File: src/rtl/seg7_scan_mux.sv
// ---------------------------------------------------------------------------
// seg7_scan_mux
//
// Time-multiplexed 7-segment display driver. A load strobe captures N_DIG
// packed digit codes into a snapshot register. A free-running scanner then
// puts one digit at a time onto a shared active-low segment bus and drives
// the matching active-low digit enable.
//
// Each digit slot lasts DIV clock cycles. The first cycle of every slot is a
// dead cycle with all digits off, which stops the previous digit from ghosting
// onto the next one. frame pulses for one cycle on the wrap from the last
// digit back to digit 0.
//
// Optional feature macro: SEG7_BLANK_EN
//   When defined, the module gains a per-digit blank input. It is captured
//   on load together with codes. A blanked digit stays dark for its whole
//   slot, and scan timing is unchanged.
//
// Parameters
//   N_DIG   digits scanned (2..16)
//   CODE_W  bits per digit code (1..4); codes are zero-extended to 4 bits
//   DIV     clock cycles per digit slot (>= 2)
//
// Ports
//   clk        in   single clock, rising edge
//   resetn     in   asynchronous active-low reset
//   en         in   scan enable; when low, pre/idx hold and outputs blank
//   load       in   snapshot strobe; codes are sampled on the edge where
//                   load=1
//   codes      in   N_DIG*CODE_W; digit i is at [i*CODE_W +: CODE_W]
//   blank      in   N_DIG (only when SEG7_BLANK_EN is defined)
//   seg        out  active-low segments, seg[0]=a ... seg[6]=g (registered)
//   an         out  active-low one-hot digit enable (registered)
//   digit_idx  out  index of the digit currently scanned (scan state)
//   frame      out  one-cycle pulse on the last-to-first digit wrap
//                   (registered)
// ---------------------------------------------------------------------------
module seg7_scan_mux #(
    parameter int N_DIG  = 4,
    parameter int CODE_W = 4,
    parameter int DIV    = 50000
) (
    input  logic                                   clk,
    input  logic                                   resetn,
    input  logic                                   en,
    input  logic                                   load,
    input  logic [N_DIG*CODE_W-1:0]                codes,
`ifdef SEG7_BLANK_EN
    input  logic [N_DIG-1:0]                       blank,
`endif
    output logic [6:0]                             seg,
    output logic [N_DIG-1:0]                       an,
    output logic [((N_DIG > 1) ? $clog2(N_DIG) : 1)-1:0] digit_idx,
    output logic                                   frame
);

    localparam int IDX_W = (N_DIG > 1) ? $clog2(N_DIG) : 1;
    localparam int PRE_W = (DIV > 1) ? $clog2(DIV) : 1;
    localparam logic [PRE_W-1:0] LAST_PRE = PRE_W'(DIV - 1);
    localparam logic [IDX_W-1:0] LAST_IDX = IDX_W'(N_DIG - 1);
    localparam logic [6:0]       SEG_OFF  = 7'b1111111;

    // Active-low hex decode, seg[0]=a ... seg[6]=g.
    function automatic logic [6:0] hex_decode(input logic [3:0] code);
        logic [6:0] s;
        case (code)
            4'h0: s = 7'b1000000;
            4'h1: s = 7'b1111001;
            4'h2: s = 7'b0100100;
            4'h3: s = 7'b0110000;
            4'h4: s = 7'b0011001;
            4'h5: s = 7'b0010010;
            4'h6: s = 7'b0000010;
            4'h7: s = 7'b1111000;
            4'h8: s = 7'b0000000;
            4'h9: s = 7'b0010000;
            4'hA: s = 7'b0001000;
            4'hB: s = 7'b0000011;
            4'hC: s = 7'b1000110;
            4'hD: s = 7'b0100001;
            4'hE: s = 7'b0000110;
            default: s = 7'b0001110;
        endcase
        return s;
    endfunction

    // State registers
    logic [N_DIG*CODE_W-1:0] snap_q, snap_d;
    logic [PRE_W-1:0]        pre_q,  pre_d;
    logic [IDX_W-1:0]        idx_q,  idx_d;
    logic [6:0]              seg_q,  seg_d;
    logic [N_DIG-1:0]        an_q,   an_d;
    logic                    frame_q, frame_d;
`ifdef SEG7_BLANK_EN
    logic [N_DIG-1:0]        blank_q, blank_d;
`endif

    // Unpack the snapshot so the scanned digit can be selected by index.
    logic [CODE_W-1:0] digit_code [N_DIG];
    for (genvar gi = 0; gi < N_DIG; gi++) begin : g_unpack
        assign digit_code[gi] = snap_q[gi*CODE_W +: CODE_W];
    end

    logic [3:0] cur_code;
    logic       dark;

    always_comb begin
        snap_d   = snap_q;
        pre_d    = pre_q;
        idx_d    = idx_q;
        seg_d    = SEG_OFF;
        an_d     = '1;
        frame_d  = 1'b0;
        cur_code = 4'(digit_code[idx_q]);
        // The first cycle of every slot is dead, which prevents ghosting.
        dark     = (pre_q == '0);
`ifdef SEG7_BLANK_EN
        blank_d  = blank_q;
        dark     = dark || blank_q[idx_q];
`endif

        // The snapshot is loaded whether or not the scan is enabled.
        if (load) begin
            snap_d = codes;
`ifdef SEG7_BLANK_EN
            blank_d = blank;
`endif
        end

        if (en) begin
            if (pre_q == LAST_PRE) begin
                pre_d   = '0;
                idx_d   = (idx_q == LAST_IDX) ? '0 : idx_q + IDX_W'(1);
                frame_d = (idx_q == LAST_IDX);
            end else begin
                pre_d = pre_q + PRE_W'(1);
            end

            // Outputs follow the state before this edge. A load on the same
            // edge as a digit advance takes effect at the next slot's first
            // lit cycle, because that cycle is always preceded by a dead one.
            if (!dark) begin
                an_d  = ~(N_DIG'(1) << idx_q);
                seg_d = hex_decode(cur_code);
            end
        end
    end

    always_ff @(posedge clk or negedge resetn) begin
        if (!resetn) begin
            snap_q  <= '0;
            pre_q   <= '0;
            idx_q   <= '0;
            seg_q   <= SEG_OFF;
            an_q    <= '1;
            frame_q <= 1'b0;
`ifdef SEG7_BLANK_EN
            blank_q <= '0;
`endif
        end else begin
            snap_q  <= snap_d;
            pre_q   <= pre_d;
            idx_q   <= idx_d;
            seg_q   <= seg_d;
            an_q    <= an_d;
            frame_q <= frame_d;
`ifdef SEG7_BLANK_EN
            blank_q <= blank_d;
`endif
        end
    end

    assign seg       = seg_q;
    assign an        = an_q;
    assign frame     = frame_q;
    assign digit_idx = idx_q;

endmodule

File: config.mk
export PLATFORM = sky130hd
export DESIGN_NAME = seg7_scan_mux
export DESIGN_NICKNAME = d
export VERILOG_FILES = /design/src/rtl/seg7_scan_mux.sv
export SDC_FILE = /design/constraint.sdc
export NUM_CORES = 1
export LEC_CHECK = 0
export CAP_MARGIN = 20
export CORE_MARGIN = 5
export CORE_UTILIZATION = 49
export DETAILED_ROUTE_END_ITERATION = 10
export MAX_ROUTING_LAYER = met4
export PLACE_DENSITY = 0.76
export SKIP_LAST_GASP = 1
export SLEW_MARGIN = 20
export SYNTH_ARGS = -nofsm -noshare
export SYNTH_HDL_FRONTEND = slang
export SYNTH_SLANG_ARGS = --single-unit
File: constraint.sdc
create_clock -name clk -period 1.7 [get_ports clk]
set_input_delay 0.34 -clock clk [delete_from_list [all_inputs] [get_ports clk]]
set_output_delay 0.34 -clock clk [all_outputs]
set_load 0.02 [all_outputs]
==> results_dict.tcl, run 1 <==
set metrics [dict create \
    clk_pin_slew_ps 100 \
    slowest_stage "mux4_2" \
    tns_ps -151 \
    cts_tree "done" \
    timing.rr.start "digit_idx[0]" \
    layout_common_cells "dfrtp_1, buf_4, clkdlybuf4s50_1, mux2_2, nand2_1" \
    critPathMaxStageDelay_ps 610 \
    fp.coreArea_sq_um 4660 \
    htree_levels 2 \
    vias 1681 \
    violations "negative setup slack" \
    dp_hpwl_mm 3.42 \
    status "finished with violations" \
    synthCells 197 \
    grtUsageMet1 0.224 \
    cap_violations 0 \
    arrival_ps 1990 \
    viasPerCell 5.42 \
    syn_nets 229 \
    setup_ws_ps -55.9 \
    diodes 0 \
    antenna_found_initial 0 \
    multi_input_area_sq_um 1160 \
    postLayoutCoreUtil 0.659 \
    use_met3 0.0329 \
    grt_max_degree 27 \
    max_freq_ghz 0.570 \
    final_max_slew_viol_count 0 \
    synth_edf_count 0 \
    required_ps 1930 \
    finalSetupViolations 4 \
    drtIter0Drc 113 \
    syn2layout_area_growth_pct 32.0 \
    port_buffers 33 \
    hold_class "register to register" \
    path_cells "mux4_2 -> ha_4 -> mux2_4 -> o21ai_2 -> nand2_1" \
    r2r_cells 5 \
    rsz0062_at_grt "yes" \
    ff_latch_area_sq_um 1170 \
    timing.rr.end "seg[4]" \
    worstPathMaxFanout 4 \
    min_from "snap_q[9]" \
    die_y_microns 78.9 \
    place_congestion 0.869 \
    min_to "snap_q[9]" \
    synth_seq_area_share 0.501 \
    rows 25 \
    numCtsBuffers 5 \
    holdPathStages 1 \
    ys_ff_latch 46 \
    grtUsageTotal 0.170 \
    drc_errors 0 \
    ys_warn_count 0 \
    busiest_layer "met2" \
    power.leakage_nw 1.35 \
    regToRegSetupSlack_ps -60 \
    critPathBufInv 0 \
    clock_tree.buffer_depth 2 \
    ioPinCount 34 \
    drive_gt1_frac 0.355 \
    synth_cell_types 40 \
    grtUsageMet2 0.266 \
    grt_pass1_wl_mm 8.18 \
    path_class "register to register" \
    fin_crit_sh 1.03 \
    grt_pass1_vias 1696 \
    peakVddDrop_v 0.000674 \
    clock_skew_ps 12.3 \
    cp_top_family "multiplexers" \
    post-route-min-period_ps 1760 \
    syn_area_per_cell_sq_um 11.8 \
    root_buffer "clkbuf_8" \
    grt-ovfl-total 0 \
    cp-end-kind "register" \
    worst_pin_slew_ps 489 \
    synth_top_flop_cell "dfrtp_1" \
    netlist_area_sq_um 2330 \
    clock_latency_ps 310 \
    die_area_sq_um 6230 \
    report.final.hold_viol_count 0 \
    fillers 336 \
    nets 287 \
    async_flop_share 1.00 \
    firstDrtPassIters 4 \
    clock-sinks 46 \
    die_x_microns 78.9 \
    crit_path_start_kind "register" \
    relSlewSlack 0.674 \
    start_util 0.499 \
    wl_per_cell_microns 15.1 \
    final_common_cell "dfrtp_1" \
    power_density_nw_per_um2 851 \
    wl_mm 4.67 \
    drtAntennaViolNets 0 \
]
## sequential cells by signal, indices dropped and copies added (netlist names)
register	cells
seg	7
pre_q	16
frame	1
snap_q	16
an	4
digit_idx	2
## timing repair
item | 4_1_cts | 5_1_grt
setup endpoints to repair | 21 | 13
setup buffers | 3 | 0
hold buffers | 1 | 0
endpoints found under the hold margin | 3 | 0
resized for setup | 19 | 14
pin swaps | 4 | 7
## per-stage QoR
step / instance area [sq um] / hold WS (ps) / worst slack [ps] / instances / power (mW)
2_1_floorplan: 2360 / 44.4 / -158 / 197 / 1.70
3_3_place_gp: 2890 / 321 / -109 / 298 / 1.91
3_5_place_dp: 2890 / 324 / -119 / 298 / 1.93
4_1_cts: 3030 / 521 / -141 / 310 / 2.61
5_1_grt: 3070 / 537 / -119 / 310 / 2.77
6_report: 3070 / 522 / -55.9 / 310 / 2.61
## worst reg2reg max path, delay by kind of cell (launching register included)
kind                     cells  cell delay [ps]
AO/OA/AOI/OAI                1              100
adder cells (fa/ha/maj)      1              220
flip-flops                   1              430
multiplexers                 2              870
AND/OR/NAND/NOR              1               70
## cell usage after synthesis, types with 2 or more instances
cell type,instances,area share
xor2_1,9,0.034
o21ai_0,5,0.011
nor2_1,7,0.011
nand4_1,4,0.011
mux2i_1,2,0.0086
inv_1,8,0.013
buf_2,4,0.0086
o211ai_1,3,0.0097
ha_1,12,0.065
or2_0,2,0.0054
xnor2_1,5,0.019
nor4_1,3,0.0081
and3_1,4,0.011
and4_1,4,0.015
o21ai_1,4,0.0086
nand2b_1,2,0.0054
nand3_1,10,0.022
nand2_1,15,0.024
nor3_1,3,0.0064
buf_6,2,0.0097
dfstp_2,11,0.12
a21oi_1,4,0.0086
mux4_2,5,0.048
mux2_2,17,0.082
dfrtp_1,35,0.38
clkbuf_1,3,0.0048
## how the worst max path moves through the flow
stage                 start            to  slack (ps)  depth (start not counted)
6_report       digit_idx[0]        seg[4]         -60                          5
4_1_cts        digit_idx[1]  digit_idx[1]        -140                          2
5_1_grt        digit_idx[0]        seg[3]        -120                          6
3_5_place_dp             en  digit_idx[0]        -120                          4
3_3_place_gp             en  digit_idx[0]        -110                          4
2_1_floorplan  digit_idx[0]        seg[4]        -160                          6
## power breakdown
group / total [mW] / switching [mW] / internal [mW]
Sequential: 1.35 / 0.120 / 1.23
Clock: 0.687 / 0.390 / 0.297
Combinational: 0.580 / 0.274 / 0.306
Total: 2.61 / 0.784 / 1.83
## metal layers
metal / part of all wire / vias up
li1: - / 817
met1: 0.46 / 809
met2: 0.47 / 47
met3: 0.052 / 8
met4: 0.019 / 0
met5: 0 / -
## cell type report
type,count,share of cell area
tap,54,0.0220
inverter,8,0.0114
clock buffer,5,0.0224
timing repair buffer,60,0.177
sequential,46,0.380
clock inverter,3,0.00815
multi-input combinational,134,0.379
## logic make-up (layout without fill, tap and decap cells)
family | count (synthesis) | in the layout | synth area share
and+or+nand+nor | 62 | 62 | 0.146
DFF | 46 | 46 | 0.501
muxes | 25 | 25 | 0.144
AOI/OAI and AO/OA | 21 | 21 | 0.0565
buffers and inverters | 17 | 76 | 0.0360
xor gates and xnor gates | 14 | 14 | 0.0527
adders and majority gates | 12 | 12 | 0.0645
(Power assumes the default switching activity.)
==> run 2: changes to the inputs <==
Settings changed: PLACE_DENSITY 0.76 to 0.77.
==> run 2 against run 1 <==
The flow still finishes with violations (negative setup slack). Largest power group unchanged. Critical path depth is the same. Sequential share of layout area is 1.2 points lower. First-iteration DRC count increased by 59%. Via count increased by 3.7%. Clock power rose by 17%. Register-to-register slack lost 30 ps. Largest cell class is now multi-input combinational cells.
==> results_dict.tcl, run 2 (synthesized netlist as in run 1, its figures left out) <==
set metrics [dict create \
    die_x_microns 78.9 \
    firstDrtPassIters 5 \
    rows 25 \
    worstPathMaxFanout 5 \
    relSlewSlack 0.648 \
    dr_wl_met2_mm 2.48 \
    die_y_microns 78.9 \
    grt_pass1_vias 1701 \
    place_congestion 0.885 \
    die_area_sq_um 6230 \
    arrival_ps 2020 \
    drtIter0Drc 180 \
    tns_ps -284 \
    clock_latency_ps 310 \
    port_buffers 33 \
    setup_ws_ps -82.9 \
    numCtsBuffers 5 \
    timing.rr.end "seg[3]" \
    cap_violations 0 \
    timing.rr.start "digit_idx[0]" \
    regToRegSetupSlack_ps -80 \
    multi_input_area_sq_um 1200 \
    syn2layout_area_growth_pct 36.1 \
    postLayoutCoreUtil 0.680 \
    max_freq_ghz 0.561 \
    grt_pass1_wl_mm 8.11 \
    fin_crit_sh 1.05 \
    viasPerCell 5.53 \
    drive_gt1_frac 0.364 \
    wl_per_cell_microns 16.1 \
    worst_pin_slew_ps 528 \
    ioPinCount 34 \
    finalSetupViolations 4 \
    holdWs_ps 6.45 \
    final_max_slew_viol_count 0 \
    drtAntennaViolNets 0 \
    power.leakage_nw 1.39 \
    start_util 0.499 \
    peakVddDrop_v 0.000765 \
    ff_latch_area_sq_um 1170 \
    clock-sinks 46 \
    grt_max_degree 25 \
    rsz0062_at_grt "yes" \
    root_buffer "clkbuf_8" \
    fillers 334 \
    required_ps 1940 \
    violations "negative setup slack" \
    crit_path_start_kind "register" \
    final_common_cell "dfrtp_1" \
    dp_slack_ps -88.7 \
    fp.coreArea_sq_um 4660 \
    status "finished with violations" \
    ctsHoldBuffers 0 \
    diodes 0 \
    antenna_found_initial 0 \
    clock_skew_ps 6.18 \
    post-route-min-period_ps 1780 \
    report.final.hold_viol_count 0 \
    dp_hpwl_mm 3.43 \
    wl_met1_mm 2.23 \
    clock_tree.buffer_depth 2 \
    clk_pin_slew_ps 90 \
    htree_levels 2 \
    grt-ovfl-total 0 \
    nets 292 \
    vias 1743 \
    wl_mm 5.08 \
    hold_class "input pin to asynchronous set/reset pin" \
    grtUsageTotal 0.171 \
    r2r_cells 5 \
    met3_length_microns 307 \
    layout_common_cells "dfrtp_1, buf_4, clkdlybuf4s50_1, mux2_2, nand2_1" \
    cp-end-kind "register" \
    path_class "register to register" \
    drc_errors 0 \
    power_density_nw_per_um2 878 \
    cts_tree "done" \
    top_layer_used "met4" \
]
==> run 2: repair_timing <==
action / in CTS / in global routing
pin swaps: 4 / 4
setup buffers: 2 / 5
gates cloned: 0 / 1
setup endpoints to repair: 18 / 13
gates resized for setup: 18 / 14
==> run 2: layout make-up <==
class / count / area share
well taps: 54 / 0.0213
multi-input cells: 135 / 0.380
repair buffers: 64 / 0.185
inverters: 8 / 0.0111
clock buffers: 5 / 0.0217
flip-flops and latches: 46 / 0.368
clock inverters: 3 / 0.0126
==> run 2: metrics by stage <==
step           cell area (sq um)  total power [mW]  cells
3_5_place_dp                2900              1.93    299
5_1_grt                     3170              2.91    315
3_3_place_gp                2900              1.91    299
6_report                    3170              2.78    315
2_1_floorplan               2360              1.70    197
4_1_cts                     3030              2.72    309
==> run 2: critical path, stage by stage, from the launching register on <==
cell and delay (ps):
dfrtp_2 430, mux4_2 600, ha_4 210, or2_0 220, a21oi_2 160, o21ai_1 100
==> run 2: per-layer routing <==
metal,vias to the layer above,track usage
met1,860,0.217
met3,7,0.0408
met5,-,-
met4,0,0.0464
met2,44,0.276
li1,832,-
==> run 2: how the worst max path moves through the flow <==
stage                             from           end  slack (ps)  depth (start not counted)
final                     digit_idx[0]        seg[3]         -80                          5
after global routing      digit_idx[0]        seg[3]        -160                          5
after CTS                 digit_idx[1]  digit_idx[1]        -150                          2
after detailed placement  digit_idx[0]        seg[3]         -90                          5
after global placement              en  digit_idx[0]        -120                          4
after floorplan           digit_idx[0]        seg[4]        -160                          6
==> run 2: where the power goes <==
group / switching (mW) / total (mW) / internal [mW]
Clock: 0.371 / 0.803 / 0.433
Combinational: 0.299 / 0.626 / 0.327
Sequential: 0.124 / 1.35 / 1.23
Total: 0.794 / 2.78 / 1.99
==> run 3: changes to the inputs <==
Settings changed: ABC_CLOCK_PERIOD_IN_PS set to 1700, SKIP_LAST_GASP 1 to unset.
==> run 3 against run 2 <==
Critical path type unchanged. Die area unchanged. Clock skew is 0.77 ps lower. The flow still finishes with violations (negative setup slack). Cell count fell by 0.95%. First-iteration DRC count decreased by 38%. Clock power about the same. Maximum frequency increased by 0.52%. Setup slack gained 9.2 ps. Global-route usage stayed put.
==> results_dict.tcl, run 3 (synthesized netlist as in run 1, its figures left out) <==
set metrics [dict create \
    status "finished with violations" \
    violations "negative setup slack" \
    wl_mm 4.77 \
    regToRegSetupSlack_ps -70 \
    path_class "register to register" \
    critPathBufInv 1 \
    final_common_cell "dfrtp_1" \
    path_cells "mux4_2 -> inv_4 -> ha_4 -> o211ai_1 -> o211ai_1" \
    final_max_slew_viol_count 0 \
    clock_skew_ps 5.41 \
    nets 289 \
    timing.rr.end "seg[1]" \
    grt-ovfl-total 0 \
    power.leakage_nw 1.35 \
    comb_power_share 0.217 \
    die_x_microns 78.9 \
    drtAntennaViolNets 0 \
    clock_latency_ps 310 \
    power_density_nw_per_um2 887 \
    max_freq_ghz 0.564 \
    intPower_mw 1.97 \
    die_area_sq_um 6230 \
    cts_tree "done" \
    critPathMostFrequentCell "o211ai_1" \
    timing.rr.start "digit_idx[0]" \
    drc_errors 0 \
    dpl_cell_area_sq_um 2900 \
    die_y_microns 78.9 \
    grtUsageTotal 0.171 \
    htree_levels 2 \
    startpoint "digit_idx[0]" \
    p_sw_frac 0.282 \
    antenna_found_initial 0 \
    crit_path_start_kind "register" \
    layout_common_cells "dfrtp_1, buf_4, clkdlybuf4s50_1, mux2_2, nand2_1" \
    syn2layout_area_growth_pct 33.0 \
    cp_top_family "multiplexers" \
    numCtsBuffers 5 \
    fp.coreArea_sq_um 4660 \
    tns_ps -206 \
    worstPathMaxFanout 5 \
    drtIter0Drc 111 \
    viasPerCell 5.46 \
    clock_tree.buffer_depth 2 \
    rows 25 \
    grt_pass1_wl_mm 8.11 \
    sequentialPowerShare 0.490 \
    ctsHoldBuffers 0 \
    total_power_mw 2.74 \
    grt_max_degree 25 \
    postLayoutCellArea_sq_um 3090 \
    cp-end-kind "register" \
    clk_pin_slew_ps 90 \
    cap_violations 0 \
    diodes 0 \
    fin_crit_sh 1.04 \
    fillers 335 \
    postLayoutCoreUtil 0.664 \
    ioPinCount 34 \
    critPathMaxStageDelay_ps 610 \
    vias 1704 \
    relSlewSlack 0.641 \
    clock-sinks 46 \
    required_ps 1920 \
    switchingPower_mw 0.774 \
    rsz0062_at_grt "yes" \
    r2r_cells 5 \
    hold_class "input pin to asynchronous set/reset pin" \
    pwr-share-clk 0.293 \
    peakVddDrop_v 0.000764 \
    post-route-min-period_ps 1770 \
    slowest_stage "mux4_2" \
    place_congestion 0.885 \
    dp_hpwl_mm 3.43 \
    start_util 0.499 \
    port_buffers 33 \
    finalSetupViolations 4 \
    report.final.hold_viol_count 0 \
    setup_ws_ps -73.7 \
    arrival_ps 2000 \
    grt_pass1_vias 1699 \
    firstDrtPassIters 4 \
    worst_pin_slew_ps 539 \
    wl_per_cell_microns 15.3 \
    root_buffer "clkbuf_8" \
    drive_gt1_frac 0.341 \
]
run 3: cell count changes in the layout (fill, tap and decap cells not counted), sizes merged:
cell / previous run / this run
buf: 32 / 30
dlygate4sd2: 12 / 13
dlymetal6s2s: 1 / 0
mux4: 6 / 5
run 3: worst max path at each step:
stage,depth (start not counted),to,slack [ps]
finish,5,seg[1],-70
global placement,4,digit_idx[0],-120
CTS,5,seg[3],-120
global route,5,seg[1],-150
detailed placement,5,seg[3],-90
floorplan,6,seg[4],-160
run 3: what timing repair did:
action                                  CTS  global route
setup buffers                             2             3
endpoints found under the hold margin     0             0
endpoints found under the setup margin   18            12
pin swaps                                 4             5
gates resized for setup                  19             9
run 3: stage by stage:
step	hold slack, ps	cells	worst slack, ps
floorplan	44.4	197	-158
global placement	340	299	-115
detailed placement	350	299	-88.7
CTS	25.2	309	-122
global route	49.7	312	-145
finish	9.45	312	-73.7
run 3: cell type report:
class	count	area [sq um]	area share
flip-flops and latches	46	1170	0.377
multi-input cells	134	1160	0.375
clock buffers	5	68.8	0.0222
repair buffers	62	556	0.180
clock inverters	3	40.0	0.0129
well taps	54	67.6	0.0218
inverters	8	35.0	0.0113
run 3: per-layer routing:
metal | part of all wire | up-vias | routed length (microns) | track usage
met5 | 0 | - | 0 | -
met4 | 0.014 | 0 | 65 | 0.0464
met3 | 0.059 | 7 | 283 | 0.0408
met2 | 0.49 | 54 | 2320 | 0.276
met1 | 0.44 | 821 | 2100 | 0.217
li1 | - | 822 | - | -
run 3: power groups by stage:
stage	Clock, mW	Combinational [mW]	Sequential (mW)
2_1_floorplan	0	0.350	1.35
3_3_place_gp	0	0.549	1.36
3_5_place_dp	0	0.561	1.37
4_1_cts	0.812	0.567	1.34
5_1_grt	0.850	0.654	1.37
6_report	0.804	0.595	1.35
